### src/rtl/pc_sequencer.sv
// Fetch program counter sequencer: selects next PC (sequential, branch target, stall hold, halt freeze)
// and raises pipeline flush strobes on redirect. Optional counters under PC_SEQUENCER_PERFCNT_EN.
module pc_sequencer #(
  parameter logic [63:0] RESET_PC = 64'h0,
  parameter logic [63:0] PC_STEP  = 64'd4
) (
  input  logic        CLK,
  input  logic        Reset,
  input  logic        Stall,
  input  logic        Halt,
  input  logic        Branch,
  input  logic        Uncondbranch,
  input  logic        ALUZero,
  input  logic [63:0] BranchPC,
  input  logic [63:0] SignExtImm64,
  output logic [63:0] PC,
  output logic        FetchValid,
  output logic        IFIDFlush,
  output logic        IDEXFlush,
  output logic        EXMEMFlush,
`ifdef PC_SEQUENCER_PERFCNT_EN
  output logic [31:0] TakenCount,
  output logic [31:0] StallCount,
`endif
  output logic        Halted
);

  typedef enum logic [1:0] {
    BOOT  = 2'd0,
    RUN   = 2'd1,
    STALL = 2'd2,
    HALT  = 2'd3
  } state_e;

  state_e      state_q, state_d;
  logic [63:0] pc_q, pc_d;
  logic        taken;
  logic        redirect;
  logic [63:0] target;

  assign taken    = Uncondbranch | (Branch & ALUZero);
  assign target   = BranchPC + (SignExtImm64 << 2);
  assign redirect = taken && (state_q != BOOT);

  always_comb begin
    state_d = state_q;
    pc_d    = pc_q;
    unique case (state_q)
      BOOT: state_d = RUN;
      RUN, STALL: begin
        if (taken) begin
          pc_d    = target;
          state_d = RUN;
        end else if (Halt) begin
          state_d = HALT;
        end else if (Stall) begin
          state_d = STALL;
        end else begin
          pc_d    = pc_q + PC_STEP;
          state_d = RUN;
        end
      end
      HALT: begin
        if (taken) begin
          pc_d    = target;
          state_d = RUN;
        end
      end
      default: state_d = BOOT;
    endcase
  end

  always_ff @(posedge CLK) begin
    if (Reset) begin
      state_q <= BOOT;
      pc_q    <= RESET_PC;
    end else begin
      state_q <= state_d;
      pc_q    <= pc_d;
    end
  end

  assign PC         = pc_q;
  assign FetchValid = (state_q == RUN) || (state_q == STALL);
  assign Halted     = (state_q == HALT);
  // Reset gates the strobes so a reset cycle never clears pipeline registers on its own.
  assign IFIDFlush  = redirect & ~Reset;
  assign IDEXFlush  = redirect & ~Reset;
  assign EXMEMFlush = redirect & ~Reset;

`ifdef PC_SEQUENCER_PERFCNT_EN
  logic [31:0] taken_cnt_q, taken_cnt_d;
  logic [31:0] stall_cnt_q, stall_cnt_d;

  always_comb begin
    taken_cnt_d = taken_cnt_q;
    stall_cnt_d = stall_cnt_q;
    if (redirect && (taken_cnt_q != '1)) taken_cnt_d = taken_cnt_q + 32'd1;
    if ((state_q == STALL) && (stall_cnt_q != '1)) stall_cnt_d = stall_cnt_q + 32'd1;
  end

  always_ff @(posedge CLK) begin
    if (Reset) begin
      taken_cnt_q <= '0;
      stall_cnt_q <= '0;
    end else begin
      taken_cnt_q <= taken_cnt_d;
      stall_cnt_q <= stall_cnt_d;
    end
  end

  assign TakenCount = taken_cnt_q;
  assign StallCount = stall_cnt_q;
`endif

endmodule

### config.mk
export PLATFORM = sky130hd
export DESIGN_NAME = pc_sequencer
export DESIGN_NICKNAME = d
export VERILOG_FILES = /design/src/rtl/pc_sequencer.sv
export SDC_FILE = /design/constraint.sdc
export NUM_CORES = 1
export LEC_CHECK = 0
export BUFFER_PORTS_ARGS = -buffer_cell sky130_fd_sc_hd__clkbuf_2
export CAP_MARGIN = 20
export CELL_PAD_IN_SITES_DETAIL_PLACEMENT = 0
export CELL_PAD_IN_SITES_GLOBAL_PLACEMENT = 1
export CORE_MARGIN = 5
export CORE_UTILIZATION = 39
export CTS_CLUSTER_SIZE = 25
export DETAILED_ROUTE_END_ITERATION = 8
export PLACE_DENSITY_LB_ADDON = 0.3
export SLEW_MARGIN = 5
export SYNTH_ARGS = -nofsm -noshare
export SYNTH_HDL_FRONTEND = slang
export SYNTH_SLANG_ARGS = --single-unit
### constraint.sdc
create_clock -name CLK -period 4.4 [get_ports CLK]
set_clock_uncertainty 0.1 [all_clocks]
set_input_delay 0.88 -clock CLK [delete_from_list [all_inputs] [get_ports CLK]]
set_output_delay 0.88 -clock CLK [all_outputs]
set_load 0.02 [all_outputs]
== Word-level counts from Yosys, hierarchy flattened ==
Cells that the tools add are included.
Word-level totals
  input bits: 135
  logic and storage cells: 31
  register bits: 66
Operators by class
  $add $sub $neg: 2
  equal/unequal tests: 6
  bitwise gates (word level): 4
  muxes and demuxes: 10
  reductions and logical operators: 7
Operators by type and width (number)
  $mux W64: 4
  $pmux W64 S2: 1
  $add A64 B3 Y64 const B: 1
  $add A64 B64 Y64: 1
  $mux W2: 4
  $ne A3 B3 Y1 const B: 2
  $pmux W2 S3: 1
  $eq A2 B2 Y1 const B: 2
  $reduce_and A4 Y1: 1
  $reduce_bool A2 Y1: 2
  $and A1 B1 Y1: 2
  $eq A2 B1 Y1 const B: 1
  $logic_not A2 Y1: 1
  $ne A2 B1 Y1 const B: 1
  $reduce_or A2 Y1: 1
  $logic_and A1 B1 Y1: 1
  $logic_or A1 B1 Y1: 1
  $not A1 Y1: 1
  $or A1 B1 Y1: 1

== Depth between registers and ports, before layout ==
Gate-level depths: netlist (run 1).
  word-level depth: 5
  gate-level depth with buffers: 13
  gate-level depth less buffers: 12

== Worst setup path after synthesis (run 1) ==
No wires, ideal clock.
  path type: input port to flip-flop
  start: in BranchPC[33]
  end: reg pc_q[46] (netlist: PC[46])
  buffers on the path: 1
  stages: 10
  setup time: 0.137 ns
  path slack: 0.984 ns
  data arrival time: 3.178 ns
  path through: ha_1 > clkbuf_1 > and3_1 > nand3_1 > or4_1 > o32a_2 > a211o_1 > and3_1 > o31ai_1 > a211oi_1
Between the ends
  longest elaborated chain between the ends: 3
  elaborated cells on any way between the ends: 4
  classes of those cells: 1 x add/sub; 3 x mux
RTL lines
  start: declaration: RTL line 14  | input logic [63:0] BranchPC,
  $add A64 B64 Y64 (*): RTL line 42  | assign target = BranchPC + (SignExtImm64 << 2);
  $mux W64, on equally long branches: RTL line 64, 51
  $pmux W64 S2 (*): RTL line 48  | unique case (state_q)
  end signal: assignment: RTL line 79  | pc_q <= pc_d;
  end: declaration: RTL line 36  | logic [63:0] pc_q, pc_d;
Every way passes the cells marked *; elsewhere a longest branch is shown, timed or not. The select of a mux whose other input is x is not followed.
A chain may end at the register's enable or synchronous reset.

== Worst setup path after layout (run 1) ==
  start: in BranchPC[2]
  end: reg pc_q[62] (netlist: PC[62])
Same word-level chain as after synthesis.

==> key figures, run 1 <==
Final layout
  – N_diodes: 0
  – Layout cell share with drive strength beyond 1: 0.208
  – Post-Route Utilization: 0.478
  – FILL cells: 2104
  – Fin area: ~9400 sq um
  – Final Non-Filler Cells: 1557
  – Multi-input logic area: between 6000 and 7000 sq um
  – Register area: 1320 sq um
  – Final Net Count: about 1500
  – P&R area growth vs syn: 19.8%

CTS
  – Clk slew on worst S/H paths: 0.06 ns
  – Htree depth: 3
  – Clock Sinks: 66
  – Post-CTS Resized: 0
  – CTS tree: done
  – Clock root buffer master: clkbuf_16
  – CTS max path bufs: 2
  – Postcts setup bufs: 0
  – CTS Buf Count: 9
  – Clock Latency Late Sink: 0.34 ns
  – # hold bufs at CTS: 0

Floorplan
  – Ports: 204
  – DIE HEIGHT: 152 microns
  – Die area: 23000 sq um
  – Initial Util: 0.399
  – # rows: 51
  – Die Width: ~150 microns
  – CORE AREA: roughly 20000 sq um

Timing
  – Final count of hold timing violations: 0
  – Fin crit share: 0.863
  – FMAX: 263 MHz
  – # setup viols final: 0
  – Post-route setup TNS: 0 ns
  – Slew Limit Fails: 0
  – Unrepaired setup endpoints after global routing: no
  – Slew @ Worst Pin: 0.759 ns
  – Slew HR: 0.494
  – Fin crit period: 3.80 ns

Worst hold path
  – Worst min-delay path startpoint: PC[1]
  – Hold endpoint: PC[1]
  – Hold Path Depth: 2
  – Worst min-delay path class: register to register

Synth
  – Most common cell in the netlist: a21oi_1
  – Netlist cell types: between 80 and 90
  – Async SR Flop Fraction: 0
  – Register bit total from synthesis: 66
  – Cells after Synth: 1125
  – Mapped cell area: roughly 7800 sq um
  – Synth Warn #: 0
  – Largest family of logic cells by synthesized area: compound AO/OA/AOI/OAI gates
  – Number of synthesized flops with an enable pin: 0
  – Adder-cell share of the synthesized area: 0.105
  – Synth Area in Compound Gates: 0.365
  – Top cells by count, synth: a21oi_1, o21ai_0, nor2_1
  – Top cells by area, synth: dfxtp_1, ha_1, a21oi_1, o21ai_0, nor2_1
  – Xor/xnor share of the synthesized area: 0.0504
  – Post-Syn Area per Cell: 6.95 sq um
  – Mux contribution to synthesized area: 0.00640
  – Share of Yosys cell area claimed by the top area cell type: 0.169
  – Ys flop type: dfxtp_1
  – Yosys top cell by area: dfxtp_1
  – Post-synthesis sequential area ratio: 0.169
  – Simple-Gate Fraction of Synth Area: 0.251
  – Mapped Nets: 1325

Global routing
  – GRT Overall Usage: 0.238
  – Global-route wire length before repair: 44.1 mm
  – Grt total ovfl: 0
  – Largest net degree at the start of global routing: 46
  – Initial antenna violation count: 0
  – Vias in the first global route: 8356

Critical path
  – Reg-to-reg setup timing slack: 1.17 ns
  – RR Startpoint: PC[7]
  – Peak fanout along the critical path: 4
  – FF-to-FF path depth: 11
  – Req. time, crit path: 4.55 ns
  – Crit path launch type: primary input
  – CP endpoint kind: register
  – Crit Path Class: primary input to register
  – Arr. time, crit path: 3.95 ns
  – Reg-to-Reg End: PC[63]

Power and ir drop
  – P_leak: 4.04 nW
  – PwrDens: 290 nW/um^2
  – Max VDD drop: 0.169 mV
  – Total Power: roughly 2.7 mW

Route
  – Drt first pass iters: 5
  – Routed Antenna Nets: 0
  – DRT iter0 DRCs: 640
  – WL/cell: 18.1 microns
  – Detailed-route wire length: about 28 mm
  – Vias per cell: 5.89
  – Routed vias: 9167
  – # DRC: 0

Placement
  – IO buf count: 201
  – Placed instance area: 9020 sq um
  – Placed Instances: 1541
  – HPWL Detailed: roughly 22 mm
  – Routability cong.: 0.949

Flow run
  – Maximum capacitance violations: 0

Run status
  – Outcome: finished, final reports clean
-- state kept, by name (all words and copies together), names as in the netlist --
register  count
PC           64
state_q       2
-- layout by cell type (no fill, tap or decap), types with 13 or more instances in the layout --
| cell | n |
|---|---|
| nand4_1 | 36 |
| o21bai_1 | 18 |
| clkbuf_2 | 201 |
| xor2_1 | 18 |
| a21o_1 | 48 |
| nor4_1 | 13 |
| dfxtp_1 | 66 |
| ha_1 | 64 |
| o21ai_0 | 102 |
| nor3_1 | 37 |
| a21oi_1 | 136 |
| inv_1 | 28 |
| xnor2_1 | 27 |
| nand3_1 | 53 |
| a31oi_1 | 28 |
| a211oi_1 | 16 |
| and3_1 | 27 |
| buf_4 | 19 |
| nand2_1 | 86 |
| nor2_1 | 97 |
-- routing by layer --
layer  wire (microns)  GRT usage
met2            12300      0.366
met5                0          0
met1            13100      0.343
met4              540     0.0611
met3             2190     0.0416
-- kinds of logic after synthesis --
family,count (synthesis)
adder cells (fa/ha/maj),65
XOR/XNOR,45
buffers and inverters,98
flip-flops,66
multiplexers,5
AND/OR/NAND/NOR,396
AO/OA/AOI/OAI,450
-- where the power goes --
part / leakage, nW / switching [mW] / internal (mW) / total, mW
Combinational: 3.34 / 0.692 / 0.426 / 1.12
Clock: 0.165 / 0.282 / 0.570 / 0.852
Sequential: 0.542 / 0.0860 / 0.659 / 0.745
-- layout make-up --
class,instances,area share
Clock buffer,10,0.0255
Clock inverter,6,0.0121
Multi-Input combinational cell,961,0.652
Sequential cell,66,0.141
Inverter,29,0.0116
Tap cell,265,0.0354
Timing Repair Buffer,220,0.123
-- worst max path at each step --
stage / from / slack [ns] / cells after the start / endpoint
after floorplan: BranchPC[33] / 0.98 / 10 / PC[46]
final: BranchPC[2] / 0.60 / 13 / PC[62]
after global placement: BranchPC[2] / 0.34 / 13 / PC[62]
after global routing: BranchPC[2] / 0.42 / 13 / PC[62]
after CTS: SignExtImm64[0] / 0.62 / 13 / PC[62]
after detailed placement: SignExtImm64[0] / 0.28 / 13 / PC[62]
-- critical path: stages --
cell	delay, ns
clkbuf_2	0.08
ha_1	0.18
fa_1	0.27
a211oi_2	0.11
o21ai_2	0.23
nand4_2	0.16
a21boi_2	0.27
a21oi_2	0.14
o31ai_4	0.34
a41o_1	0.37
a31oi_1	0.21
or4b_1	0.51
a311oi_1	0.21
-- through the flow --
stage / hold slack, ns / worst slack (ns)
after CTS: 0.383 / 0.618
after floorplan: 0.408 / 0.984
after detailed placement: 0.375 / 0.275
final: 0.383 / 0.602
after global placement: 0.367 / 0.342
after global routing: 0.406 / 0.419
Power figures use the tool's default switching activity.
==> inputs of run 2 (changes only) <==
ABC_AREA = 1   (was unset)
CORE_UTILIZATION = 38   (was 39)
CTS_BUF_LIST = sky130_fd_sc_hd__clkbuf_2   (was unset)
==> run 2 against run 1 <==
Register-to-register slack better by 0.50 ns. Clock-buffer cell count stayed put. Sequential share of layout area is 3.0 points lower. Sequential cell count stayed put. Largest power group unchanged. Highest routed layer unchanged.
==> key figures, run 2 <==
Run status
  – Outcome: finished, final reports clean (unchanged)

Synth
  – Top cells by count, synth: nand2_1, inv_1, nor2_1 (was a21oi_1, o21ai_0, nor2_1)
  – Mapped Nets: 2205 (was 1325)
  – Async SR Flop Fraction: 0 (unchanged)
  – Mapped cell area: 10400 sq um (was 7820 sq um)
  – Ys flop type: dfxtp_1 (unchanged)
  – Number of synthesized flops with an enable pin: 0 (unchanged)
  – Share of Yosys cell area claimed by the top area cell type: 0.238 (was 0.169)
  – Yosys top cell by area: nand2_1 (was dfxtp_1)
  – Top cells by area, synth: nand2_1, inv_1, dfxtp_1, nand3_1, a21oi_1 (was dfxtp_1, ha_1, a21oi_1, o21ai_0, nor2_1)
  – Register bit total from synthesis: 66 (unchanged)
  – Cells after Synth: 2005 (was 1125)
  – Netlist cell types: 49 (was 85)
  – Most common cell in the netlist: nand2_1 (was a21oi_1)
  – Post-synthesis sequential area ratio: 0.127 (was 0.169)
  – Post-Syn Area per Cell: 5.19 sq um (was 6.95 sq um)
  – Synth Warn #: 0 (unchanged)

Route
  – Detailed-route wire length: 43.3 mm (was 28.1 mm)
  – Routed vias: 13000 (was 9167)
  – # DRC: 0 (unchanged)
  – DRT iter0 DRCs: 1035 (was 640)
  – Drt first pass iters: 6 (was 5)
  – Vias per cell: 5.13 (was 5.89)
  – WL/cell: 17.1 microns (was 18.1 microns)
  – Routed Antenna Nets: 0 (unchanged)

Critical path
  – Startpoint of the worst setup timing path: BranchPC[2] (unchanged)
  – Req. time, crit path: 4.80 ns (was 4.55 ns)
  – Arr. time, crit path: 3.25 ns (was 3.95 ns)
  – Reg-to-Reg End: PC[54] (was PC[63])
  – Crit Path Class: primary input to register (unchanged)
  – CP endpoint kind: register (unchanged)
  – Crit path launch type: primary input (unchanged)
  – Reg-to-reg setup timing slack: 1.67 ns (was 1.17 ns)
  – FF-to-FF path depth: 10 (was 11)
  – RR Startpoint: PC[3] (was PC[7])
  – Peak fanout along the critical path: 4 (unchanged)

Timing
  – Slew Limit Fails: 0 (unchanged)
  – Slew @ Worst Pin: 0.982 ns (was 0.759 ns)
  – Fin crit period: 2.85 ns (was 3.80 ns)
  – Final count of hold timing violations: 0 (unchanged)
  – # setup viols final: 0 (unchanged)
  – Post-route setup TNS: 0 ns (unchanged)
  – Hold_ws: 0.427 ns (was 0.383 ns)
  – Fin crit share: 0.648 (was 0.863)
  – FMAX: 351 MHz (was 263 MHz)
  – Slew HR: 0.345 (was 0.494)
  – Unrepaired setup endpoints after global routing: no (unchanged)
  – Final worst setup slack: 1.55 ns (was 0.602 ns)

CTS
  – Clock Latency Late Sink: 0.57 ns (was 0.34 ns)
  – Post-CTS Resized: 0 (unchanged)
  – CTS Buf Count: 9 (unchanged)
  – Htree depth: 3 (unchanged)
  – Postcts setup bufs: 0 (unchanged)
  – # hold bufs at CTS: 0 (unchanged)
  – Clock root buffer master: clkbuf_2 (was clkbuf_16)
  – Clk slew on worst S/H paths: 0.19 ns (was 0.06 ns)
  – CTS tree: done (unchanged)
  – Clock Sinks: 66 (unchanged)
  – CTS max path bufs: 2 (unchanged)

Global routing
  – Grt total ovfl: 0 (unchanged)
  – Met2 GRT Util: 0.466 (was 0.366)
  – GR peak layer: met2 (unchanged)
  – Vias in the first global route: 12100 (was 8356)
  – Largest net degree at the start of global routing: 69 (was 46)
  – Global-route wire length before repair: 65.8 mm (was 44.1 mm)
  – Initial antenna violation count: 1 (was 0)
  – Met1 GRT Util: 0.369 (was 0.343)
  – GRT Overall Usage: 0.272 (was 0.238)
  – Met3 Resource Use GR: 0.0204 (was 0.0416)

Placement
  – IO buf count: 201 (unchanged)
  – Pre-CTS setup slack: 1.02 ns (was 0.275 ns)
  – Routability cong.: 0.970 (was 0.949)
  – HPWL Detailed: 36.6 mm (was 22.3 mm)
  – Placed Instances: 2518 (was 1541)
  – Placed instance area: 11800 sq um (was 9020 sq um)

Floorplan
  – Die Width: 175 microns (was 152 microns)
  – CORE AREA: 27000 sq um (was 19600 sq um)
  – DIE HEIGHT: 175 microns (was 152 microns)
  – Ports: 204 (unchanged)
  – Die area: 30800 sq um (was 23000 sq um)
  – # rows: 60 (was 51)
  – Initial Util: 0.386 (was 0.399)

Worst hold path
  – Hold Path Depth: 2 (unchanged)
  – Worst min-delay path startpoint: state_q[0] (was PC[1])
  – Hold endpoint: state_q[0] (was PC[1])
  – Worst min-delay path class: register to register (unchanged)

Final layout
  – Commonest non-fill, non-tap cell in the layout: nand2_1 (was clkbuf_2)
  – Final Net Count: 2388 (was 1487)
  – Layout cell share with drive strength beyond 1: 0.122 (was 0.208)
  – Commonest non-fill, non-tap cells in the layout: nand2_1, inv_1, clkbuf_2, nor2_1, nand3_1 (was clkbuf_2, a21oi_1, o21ai_0, nor2_1, nand2_1)
  – Final Non-Filler Cells: 2533 (was 1557)
  – P&R area growth vs syn: 13.9% (was 19.8%)
  – Multi-input logic area: 7550 sq um (was 6110 sq um)
  – Fin area: 11900 sq um (was 9370 sq um)
  – Register area: 1320 sq um (unchanged)
  – FILL cells: 3141 (was 2104)
  – Post-Route Utilization: 0.440 (was 0.478)
  – Number of flip-flops in the largest register: 64 (unchanged)

Power and ir drop
  – Max VDD drop: 0.109 mV (was 0.169 mV)
  – Comb power frac: 0.536 (was 0.412)
  – Seq pwr share: 0.315 (was 0.274)
  – Switching Share: 0.509 (was 0.390)
  – Internal: 1.23 mW (was 1.66 mW)
  – PwrDens: 211 nW/um^2 (was 290 nW/um^2)
  – Clock share of power: 0.149 (was 0.314)
  – P_leak: 6.39 nW (was 4.04 nW)
  – Sw power: 1.27 mW (was 1.06 mW)
  – Total Power: 2.50 mW (was 2.72 mW)

Flow run
  – Maximum capacitance violations: 0 (unchanged)
-- run 2: worst max-delay path by stage --
stage | to | slack (ns)
floorplan | IDEXFlush | 1.60
global placement | PC[56] | 1.02
detailed placement | PC[40] | 1.02
CTS | IDEXFlush | 1.57
global route | PC[62] | 1.44
finish | PC[56] | 1.55
-- run 2: per-layer routing --
metal  share of wire  wire, microns
met5               0              0
met3           0.059           2540
met4           0.025           1090
met1            0.46          19800
met2            0.46          19900
-- run 2: critical path, cell delays in order --
cell and delay, ns:
clkbuf_2 0.08, ha_1 0.24, fa_1 0.50, nand3_1 0.13
nand3_1 0.13, nand2_1 0.09, nand2_1 0.19, nand3_1 0.13
nand3b_1 0.22, nand3_1 0.17, nand2_1 0.07, nand2_1 0.06
nand3_1 0.17, a21oi_1 0.18
-- run 2: layout make-up --
type / instances / share of cell area
Timing Repair Buffer: 207 / 0.0897
Clock buffer: 10 / 0.00422
Sequential cell: 66 / 0.111
Clock inverter: 4 / 0.00380
Antenna cell: 1 / 0.000211
Inverter: 372 / 0.118
Multi-Input combinational cell: 1532 / 0.637
Tap cell: 341 / 0.0360
-- run 2: cells by family (layout without fill, tap and decap cells) --
kind of cell / Yosys count / in the layout / synth area share
AOI/OAI and AO/OA: 279 / 279 / 0.145
xor gates and xnor gates: 22 / 22 / 0.0185
and+or+nand+nor: 1166 / 1166 / 0.482
adders and majority gates: 65 / 65 / 0.0789
other: 0 / 1 / 0
DFF: 66 / 66 / 0.127
buffers and inverters: 407 / 593 / 0.149
-- run 2: power groups by stage --
stage	combinational [mW]	sequential [mW]	clock, mW
2_1_floorplan	0.801	0.843	0
3_3_place_gp	1.32	0.797	0
3_5_place_dp	1.33	0.798	0
4_1_cts	1.33	0.785	0.380
5_1_grt	1.50	0.802	0.398
6_report	1.34	0.789	0.372
